**config.mk**
```make
export PLATFORM = sky130hd
export DESIGN_NAME = uart_tx_fifo_cfg
export DESIGN_NICKNAME = d
export VERILOG_FILES = /design/src/rtl/uart_tx_fifo_cfg.sv
export SDC_FILE = /design/constraint.sdc
export NUM_CORES = 1
export LEC_CHECK = 0
export CAP_MARGIN = 20
export CORE_ASPECT_RATIO = 1.1
export CORE_MARGIN = 8
export CORE_UTILIZATION = 58
export DETAILED_ROUTE_END_ITERATION = 12
export GPL_TIMING_DRIVEN = 0
export PLACE_DENSITY_LB_ADDON = 0.12
export SETUP_SLACK_MARGIN = 0.02
export SYNTH_ARGS = -nofsm -noshare
export SYNTH_HDL_FRONTEND = slang
export SYNTH_SLANG_ARGS = --single-unit
```
**constraint.sdc**
```tcl
create_clock -name clk_i -period 4.35 [get_ports clk_i]
set_input_delay 0.87 -clock clk_i [delete_from_list [all_inputs] [get_ports clk_i]]
set_output_delay 0.87 -clock clk_i [all_outputs]
set_load 0.02 [all_outputs]
```
**src/rtl/uart_tx_fifo_cfg.sv**
```systemverilog
// UART transmitter with a valid/ready input FIFO and per-frame configuration:
// baud divisor, parity (none/even/odd) and 1 or 2 stop bits.
module uart_tx_fifo_cfg #(
   parameter int unsigned DW         = 8,
   parameter int unsigned FIFO_DEPTH = 4,
   parameter int unsigned DIV_W      = 16
) (
   input  logic                          clk_i,
   input  logic                          rst_i,
   input  logic                          tx_valid_i,
   input  logic [DW-1:0]                 tx_data_i,
   output logic                          tx_ready_o,
   input  logic [DIV_W-1:0]              baud_div_i,
   input  logic [1:0]                    parity_i,
   input  logic                          stop2_i,
   output logic                          tx_o,
   output logic                          tx_busy_o,
   output logic [$clog2(FIFO_DEPTH):0]   fifo_level_o
);
   localparam int unsigned PTR_W = $clog2(FIFO_DEPTH);
   localparam int unsigned LVL_W = PTR_W + 1;
   localparam int unsigned BIT_W = $clog2(DW);

   localparam logic [4:0] S_IDLE   = 5'b00001;
   localparam logic [4:0] S_START  = 5'b00010;
   localparam logic [4:0] S_DATA   = 5'b00100;
   localparam logic [4:0] S_PARITY = 5'b01000;
   localparam logic [4:0] S_STOP   = 5'b10000;

   logic [4:0]       state_q, state_d;
   logic [DW-1:0]    mem_q [FIFO_DEPTH];
   logic [PTR_W-1:0] wr_ptr_q, wr_ptr_d, rd_ptr_q, rd_ptr_d;
   logic [LVL_W-1:0] level_q, level_d;
   logic             ready_q, ready_d;
   logic [DIV_W-1:0] div_q, div_d, cnt_q, cnt_d;
   logic [DW-1:0]    shift_q, shift_d;
   logic [BIT_W-1:0] bit_cnt_q, bit_cnt_d;
   logic             par_en_q, par_en_d, par_bit_q, par_bit_d;
   logic             stop2_q, stop2_d, stop_cnt_q, stop_cnt_d;
   logic             tx_q, tx_d, busy_q, busy_d;
   logic             push, launch, tick, fifo_empty, final_stop;
   logic [DIV_W-1:0] div_clamped;
   logic [DW-1:0]    head;

   assign fifo_empty  = (level_q == '0);
   assign push        = tx_valid_i & ready_q;
   assign tick        = (cnt_q == div_q - DIV_W'(1));
   assign final_stop  = ~stop2_q | stop_cnt_q;
   assign div_clamped = (baud_div_i < DIV_W'(2)) ? DIV_W'(2) : baud_div_i;
   assign head        = mem_q[rd_ptr_q];
   // A frame launches from IDLE or straight out of the last stop bit (zero gap)
   assign launch      = ~fifo_empty &
                        ((state_q == S_IDLE) | ((state_q == S_STOP) & tick & final_stop));

   always_comb begin
      state_d    = state_q;
      cnt_d      = tick ? '0 : cnt_q + DIV_W'(1);
      shift_d    = shift_q;
      bit_cnt_d  = bit_cnt_q;
      div_d      = div_q;
      par_en_d   = par_en_q;
      par_bit_d  = par_bit_q;
      stop2_d    = stop2_q;
      stop_cnt_d = stop_cnt_q;
      wr_ptr_d   = wr_ptr_q;
      rd_ptr_d   = rd_ptr_q;
      level_d    = level_q;

      case (state_q)
         S_IDLE: cnt_d = '0;
         S_START: begin
            if (tick) begin
               state_d   = S_DATA;
               bit_cnt_d = '0;
            end
         end
         S_DATA: begin
            if (tick) begin
               if (bit_cnt_q == BIT_W'(DW - 1)) begin
                  state_d = par_en_q ? S_PARITY : S_STOP;
               end else begin
                  shift_d   = shift_q >> 1;
                  bit_cnt_d = bit_cnt_q + BIT_W'(1);
               end
            end
         end
         S_PARITY: if (tick) state_d = S_STOP;
         S_STOP: begin
            if (tick) begin
               if (final_stop) state_d = S_IDLE;
               else            stop_cnt_d = 1'b1;
            end
         end
         default: state_d = S_IDLE;
      endcase

      // Frame registers are latched only here, so mid-frame config changes wait
      if (launch) begin
         state_d    = S_START;
         cnt_d      = '0;
         shift_d    = head;
         div_d      = div_clamped;
         par_en_d   = ^parity_i;
         par_bit_d  = (^head) ^ (parity_i == 2'b10);
         stop2_d    = stop2_i;
         stop_cnt_d = 1'b0;
         rd_ptr_d   = rd_ptr_q + PTR_W'(1);
      end

      if (push) wr_ptr_d = wr_ptr_q + PTR_W'(1);
      if (push && !launch)      level_d = level_q + LVL_W'(1);
      else if (!push && launch) level_d = level_q - LVL_W'(1);
      ready_d = (level_d != LVL_W'(FIFO_DEPTH));

      case (state_d)
         S_START:  tx_d = 1'b0;
         S_DATA:   tx_d = shift_d[0];
         S_PARITY: tx_d = par_bit_d;
         default:  tx_d = 1'b1;
      endcase
      busy_d = (state_d != S_IDLE);
   end

   always_ff @(posedge clk_i) begin
      if (rst_i) begin
         state_q    <= S_IDLE;
         wr_ptr_q   <= '0;
         rd_ptr_q   <= '0;
         level_q    <= '0;
         ready_q    <= 1'b1;
         div_q      <= DIV_W'(2);
         cnt_q      <= '0;
         shift_q    <= '0;
         bit_cnt_q  <= '0;
         par_en_q   <= 1'b0;
         par_bit_q  <= 1'b0;
         stop2_q    <= 1'b0;
         stop_cnt_q <= 1'b0;
         tx_q       <= 1'b1;
         busy_q     <= 1'b0;
      end else begin
         state_q    <= state_d;
         wr_ptr_q   <= wr_ptr_d;
         rd_ptr_q   <= rd_ptr_d;
         level_q    <= level_d;
         ready_q    <= ready_d;
         div_q      <= div_d;
         cnt_q      <= cnt_d;
         shift_q    <= shift_d;
         bit_cnt_q  <= bit_cnt_d;
         par_en_q   <= par_en_d;
         par_bit_q  <= par_bit_d;
         stop2_q    <= stop2_d;
         stop_cnt_q <= stop_cnt_d;
         tx_q       <= tx_d;
         busy_q     <= busy_d;
      end
   end

   always_ff @(posedge clk_i) begin
      if (push) mem_q[wr_ptr_q] <= tx_data_i;
   end

   assign tx_o         = tx_q;
   assign tx_busy_o    = busy_q;
   assign tx_ready_o   = ready_q;
   assign fifo_level_o = level_q;
endmodule

```
==> results of run 1 <==
==> critical path, stage by stage, from the launching register on <==
cell	delay, ps
dfxtp_1	370
inv_1	80
ha_1	130
clkbuf_1	250
or4b_1	550
nand4bb_1	230
a22oi_1	200
nand4_1	220
nor4_1	660
or3_1	200
clkbuf_1	290
clkbuf_1	430
nor2_1	120
==> routing by layer <==
metal  global-route usage  up-vias  share of wire
met1                0.220     1705           0.42
met5                    0        -              0
met2                0.340      117           0.51
met3               0.0377       16          0.055
met4               0.0886        0          0.017
li1                     -     1723              -
==> cells by family after synthesis <==
logic type / after synthesis
multiplexers: 10
buffers and inverters: 33
AND/OR/NAND/NOR: 180
adder cells (fa/ha/maj): 12
AO/OA/AOI/OAI: 76
XOR/XNOR: 42
flip-flops: 96
==> cell type report <==
cell class | instances | area [µm²] | share of cell area
buffer | 22 | 87.6 | 0.0168
clock inverter | 5 | 57.6 | 0.0111
inverter | 11 | 41.3 | 0.00793
timing repair buffer | 34 | 340 | 0.0654
sequential | 96 | 2240 | 0.431
tap | 108 | 135 | 0.0260
clock buffer | 11 | 131 | 0.0252
multi-input combinational | 320 | 2170 | 0.417
==> placed cells by master, fill, tap and decap left out, types with 7 or more instances in the layout <==
cell             instances
a21oi_1                 19
a22o_1                  13
and3_1                   9
clkbuf_1                16
clkbuf_8                 9
clkdlybuf4s50_1         34
dfxtp_1                 64
edfxtp_1                32
ha_1                    12
inv_1                   11
mux4_2                   8
nand2_1                 46
nand3_1                 14
nand4_1                 12
nor2_1                  47
nor3_1                  11
nor4_1                   8
o21ai_0                  9
or3_1                    7
xnor2_1                 24
xor2_1                  18
==> flip-flops by register name (all words and copies together) (netlist names), named ones only <==
signal and count:
stop2_q 1, div_q 16, par_bit_q 1, cnt_q 16
state_q 5, bit_cnt_q 3, tx_busy_o 1, shift_q 8
stop_cnt_q 1, par_en_q 1, mem_q 32, wr_ptr_q 2
tx_ready_o 1, fifo_level_o 3, rd_ptr_q 2, tx_o 1
==> stage by stage <==
step / cell area (µm²) / hold WS (ps) / util
finish: 5210 / 464 / 0.672
global route: 5210 / 490 / 0.672
CTS: 5210 / 466 / 0.672
detailed placement: 5020 / 453 / 0.648
global placement: 5020 / 445 / 0.648
floorplan: 4540 / 432 / -
==> where the power goes <==
group          switching [mW]  internal (mW)  total (mW)
registers               0.150           1.11        1.26
logic                   0.828          0.596        1.42
clock network           0.302          0.266       0.567
==> cell usage after synthesis, types with 2 or more instances <==
cell type / number / area [µm²]
clkbuf_1: 14 / 52.6
inv_1: 11 / 41.3
nand2_1: 46 / 173
and2_1: 2 / 12.5
xor2_1: 18 / 158
dfxtp_1: 64 / 1280
xnor2_1: 24 / 210
ha_1: 12 / 150
and3b_1: 2 / 17.5
buf_2: 4 / 20.0
buf_1: 4 / 15.0
mux4_2: 8 / 180
a22oi_1: 2 / 15.0
a311oi_1: 3 / 26.3
nor4_1: 8 / 50.1
or4b_1: 3 / 30.0
nor2_1: 47 / 176
o22ai_1: 3 / 18.8
a211o_1: 2 / 17.5
nor3_1: 11 / 55.1
nor2b_1: 5 / 31.3
a21oi_1: 19 / 95.1
and3_1: 9 / 56.3
nand3_1: 14 / 70.1
nand2b_1: 4 / 25.0
a22o_1: 13 / 114
edfxtp_1: 32 / 961
nand4_1: 12 / 75.1
o21ai_0: 9 / 45.0
a31oi_1: 5 / 31.3
nand3b_1: 3 / 22.5
a41o_1: 2 / 20.0
mux2_2: 2 / 22.5
or3_1: 7 / 43.8
==> path summary, 6_finish.rpt <==
| path | end | slack [ps] | depth (start not counted) |
|---|---|---|---|
| worst max-delay path | cnt_q[8] | 480 | 12 |
| worst min-delay path | bit_cnt_q[1] | 460 | 2 |
| worst max register to register | cnt_q[8] | 480 | 12 |
| worst min register to register | bit_cnt_q[1] | 460 | 2 |
==> results.yml, run 1 <==
route:
  vias: 3561
  routed_wl_mm: 10.2
  viasPerCell: 5.87
  drc: 0
  first_iter_violations: 182
  wl_per_cell_um: 16.9
  ant_nets: 0
  drt_pass1_iterations: 4
hold_path:
  min-delay-start: "bit_cnt_q[1]"
  hold_class: "flop to flop"
cts:
  hold_buffers: 0
  clk_pin_slew_ps: 90
  cts_buffers: 9
  post_cts_buffers: 0
  cts_resized: 0
  h-tree-depth: 3
  insertion_delay_ps: 360
  cts-root-buf: "clkbuf_8"
  clock_path_buffers: 2
  cts_sinks: 96
  cts_tree: "yes"
flow_run:
  drv_cap: 0
synthesis:
  ys_seq_elements: 96
  synth_fa_ha_area_frac: 0.0331
  synth_edf_count: 32
  async_flop_share: 0
  synthesis.area_um2: 4540
  synthMuxAreaShare: 0.0446
  ys_types: 59
  synth_flop_cell: "dfxtp_1"
  avgSynthCellArea_um2: 10.1
  synth-simple-area-share: 0.199
  syn_inst: 449
  ys_warn_count: 0
  synth-xor-area-share: 0.0810
  syn_nets: 491
  synth-seq-area-share: 0.494
  synth_compound_area_frac: 0.120
  synth_top_family_by_area: "simple AND/OR/NAND/NOR gates"
floorplanning:
  die_height_um: 109
  core_area_um2: 7740
  die_x_um: 100
  initial_core_util: 0.587
  ioPinCount: 36
  num_rows: 34
  die_area_um2: 10900
run_status:
  status: "complete, no violations"
cells_and_area:
  drive_gt1_frac: 0.0681
  area_growth_pct: 14.6
  stdcell_count: 607
  fillCellCount: 626
  n_antenna_cell: 0
  nets: 536
sta:
  fin_skew_ps: 8.41
  fmax_mhz: 258
  tightest_slew_ps: 722
  tns_ps: 0
  maxSlewHeadroom: 0.519
  finalWorstSetupSlack_ps: 476
  hold_viol_final: 0
  rsz0062_at_grt: "false"
  post-route-min-period_ps: 3870
  min_period_over_period: 0.891
  slew_viol_final: 0
  setup_viol: 0
grt:
  antenna_found_initial: 0
  grt-ovfl-total: 0
  track_usage: 0.192
  first_global_vias: 3483
  grt_pass1_wl_mm: 16.4
  grt_max_degree: 16
power:
  vdd.ir_drop.worst_uv: 369
  power_density_nw_per_um2: 625
  p_leak_nw: 1.85
  p_total_mw: 3.25
setup_path:
  cp_data_required_time_ps: 4580
  critical_path_class: "flop to flop"
  endpoint_kind: "flop"
  critPathLaunchType: "flop"
  cp.arrival_ps: 4100
  r2r-start: "div_q[0]"
  crit_start: "div_q[0]"
  crit_fanout: 10
placement:
  place.gp.congestion: 0.853
  numPortBuffers: 34
  place_hpwl_mm: 7.59
  place_ws_ps: 529
  placed_cells: 591
Note: power is estimated with default switching activity, not from simulation.
==> run 2, diff against run 1 <==
- CAP_MARGIN: 20 -> 40
- clock period: 4.35 -> 3.8 ns (I/O delays scaled with it)
==> run 2 against run 1 <==
Count of clock-buffer cells in the layout did not move. Register-to-register slack worse by 260 ps. Sequential share of layout area decreased by 0.27 points. Critical path depth unchanged. Cell area grew 0.62%. Utilization up 0.42 points. Wire length shrank 0.37%.
==> results.yml, run 2 (synthesis results as in run 1) <==
run_status:
  status: "complete, no violations"
setup_path:
  critical_path_class: "flop to flop"
  cp_data_required_time_ps: 4050
  crit_fanout: 10
  endpoint_kind: "flop"
  cp.arrival_ps: 3830
  critPathLaunchType: "flop"
placement:
  place_hpwl_mm: 7.59
  place.gp.congestion: 0.853
  numPortBuffers: 34
  placed_cells: 591
cells_and_area:
  drive_gt1_frac: 0.0800
  area_growth_pct: 15.3
  largest_reg_flops: 32
  nets: 537
  regMostFlops: "mem_q"
  stdcell_count: 608
  fillCellCount: 626
  layout_commonest_cell: "dfxtp_1"
  final_cell_mix: "64 x dfxtp_1, 47 x nor2_1, 46 x nand2_1, 34 x clkdlybuf4s50_1, 32 x edfxtp_1"
  post-route-util: 0.677
  reg.largest.list: "mem_q (32), cnt_q (16), div_q (16)"
  n_antenna_cell: 0
cts:
  cts_tree: "yes"
  cts-root-buf: "clkbuf_8"
  h-tree-depth: 3
  hold_buffers: 0
  cts_buffers: 9
  clk_pin_slew_ps: 90
  cts_sinks: 96
  clock_path_buffers: 2
  insertion_delay_ps: 360
sta:
  hold_viol_final: 0
  min_period_over_period: 0.942
  fmax_mhz: 279
  rsz0062_at_grt: "false"
  post-route-min-period_ps: 3580
  setup_viol: 0
  tightest_slew_ps: 723
  maxSlewHeadroom: 0.518
  slew_viol_final: 0
  tns_ps: 0
  fin_skew_ps: 7.99
floorplanning:
  die_x_um: 100
  core_area_um2: 7740
  die_area_um2: 10900
  initial_core_util: 0.587
  ioPinCount: 36
  num_rows: 34
  die_height_um: 109
grt:
  track_usage: 0.192
  grt_pass1_wl_mm: 16.4
  first_global_vias: 3484
  antenna_found_initial: 0
  grt_max_degree: 16
  grt-ovfl-total: 0
route:
  first_iter_violations: 211
  drc: 0
  vias: 3573
  routed_wl_mm: 10.2
  wl_per_cell_um: 16.8
  ant_nets: 0
  viasPerCell: 5.88
  drt_pass1_iterations: 5
hold_path:
  hold_class: "flop to flop"
flow_run:
  drv_cap: 0
power:
  p_leak_nw: 1.86
  vdd.ir_drop.worst_uv: 423
  power_density_nw_per_um2: 720
-- run 2: final cells by class --
cell class / count / area, µm² / area share
Sequential cell: 96 / 2240 / 0.428
Inverter: 11 / 41.3 / 0.00788
Tap cell: 108 / 135 / 0.0258
Clock buffer: 11 / 131 / 0.0251
Buffer: 20 / 81.3 / 0.0155
Timing Repair Buffer: 37 / 363 / 0.0693
Clock inverter: 5 / 57.6 / 0.0110
Multi-Input combinational cell: 320 / 2190 / 0.417
-- run 2: power by group --
part / internal [mW] / leakage [nW] / switching (mW)
Sequential: 1.28 / 0.816 / 0.174
Clock: 0.304 / 0.0872 / 0.347
Combinational: 0.722 / 0.961 / 0.953
-- run 2: through the flow --
| stage | hold slack, ps | worst slack [ps] | cell area, µm² | power, mW |
|---|---|---|---|---|
| 2_1_floorplan | 432 | 610 | 4540 | 2.65 |
| 3_3_place_gp | 445 | 81.8 | 5020 | 3.02 |
| 3_5_place_dp | 453 | -21.2 | 5020 | 3.08 |
| 4_1_cts | 466 | 4.02 | 5210 | 3.74 |
| 5_1_grt | 490 | 22.9 | 5240 | 4.02 |
| 6_report | 464 | 220 | 5240 | 3.77 |
-- run 2: worst max-delay path, cell delays in order (launching register included) --
cell	delay [ps]
dfxtp_1	370
inv_1	80
ha_1	280
or4b_1	550
nand4bb_1	230
a22oi_1	190
nand4_1	230
nor4_4	400
a31oi_1	240
nor2_4	210
nor2_1	130
clkbuf_1	260
a22o_1	290
-- run 2: path summary, 6_finish.rpt --
kind,startpoint,to,slack (ps),cells after the start
worst min-delay path,bit_cnt_q[2],bit_cnt_q[2],460,2
worst max-delay path,div_q[0],div_q[12],220,12
worst min register to register,bit_cnt_q[2],bit_cnt_q[2],460,2
worst max register to register,div_q[0],div_q[12],220,12
-- run 2: layer usage --
metal  vias to the layer above  track usage  wire length (µm)
li1                       1732            -                 -
met1                      1701        0.220              4360
met2                       120        0.340              5150
met3                        20       0.0377               493
met4                         0       0.0886               206
met5                         -            0                 0
-- run 2: timing repair --
| item | in CTS | in global routing |
|---|---|---|
| buffers inserted | 0 | 3 |
| hold endpoints to repair | 0 | 0 |
| setup endpoints to repair | 10 | 33 |
| pin swaps | 0 | 1 |
| resized for setup | 1 | 4 |
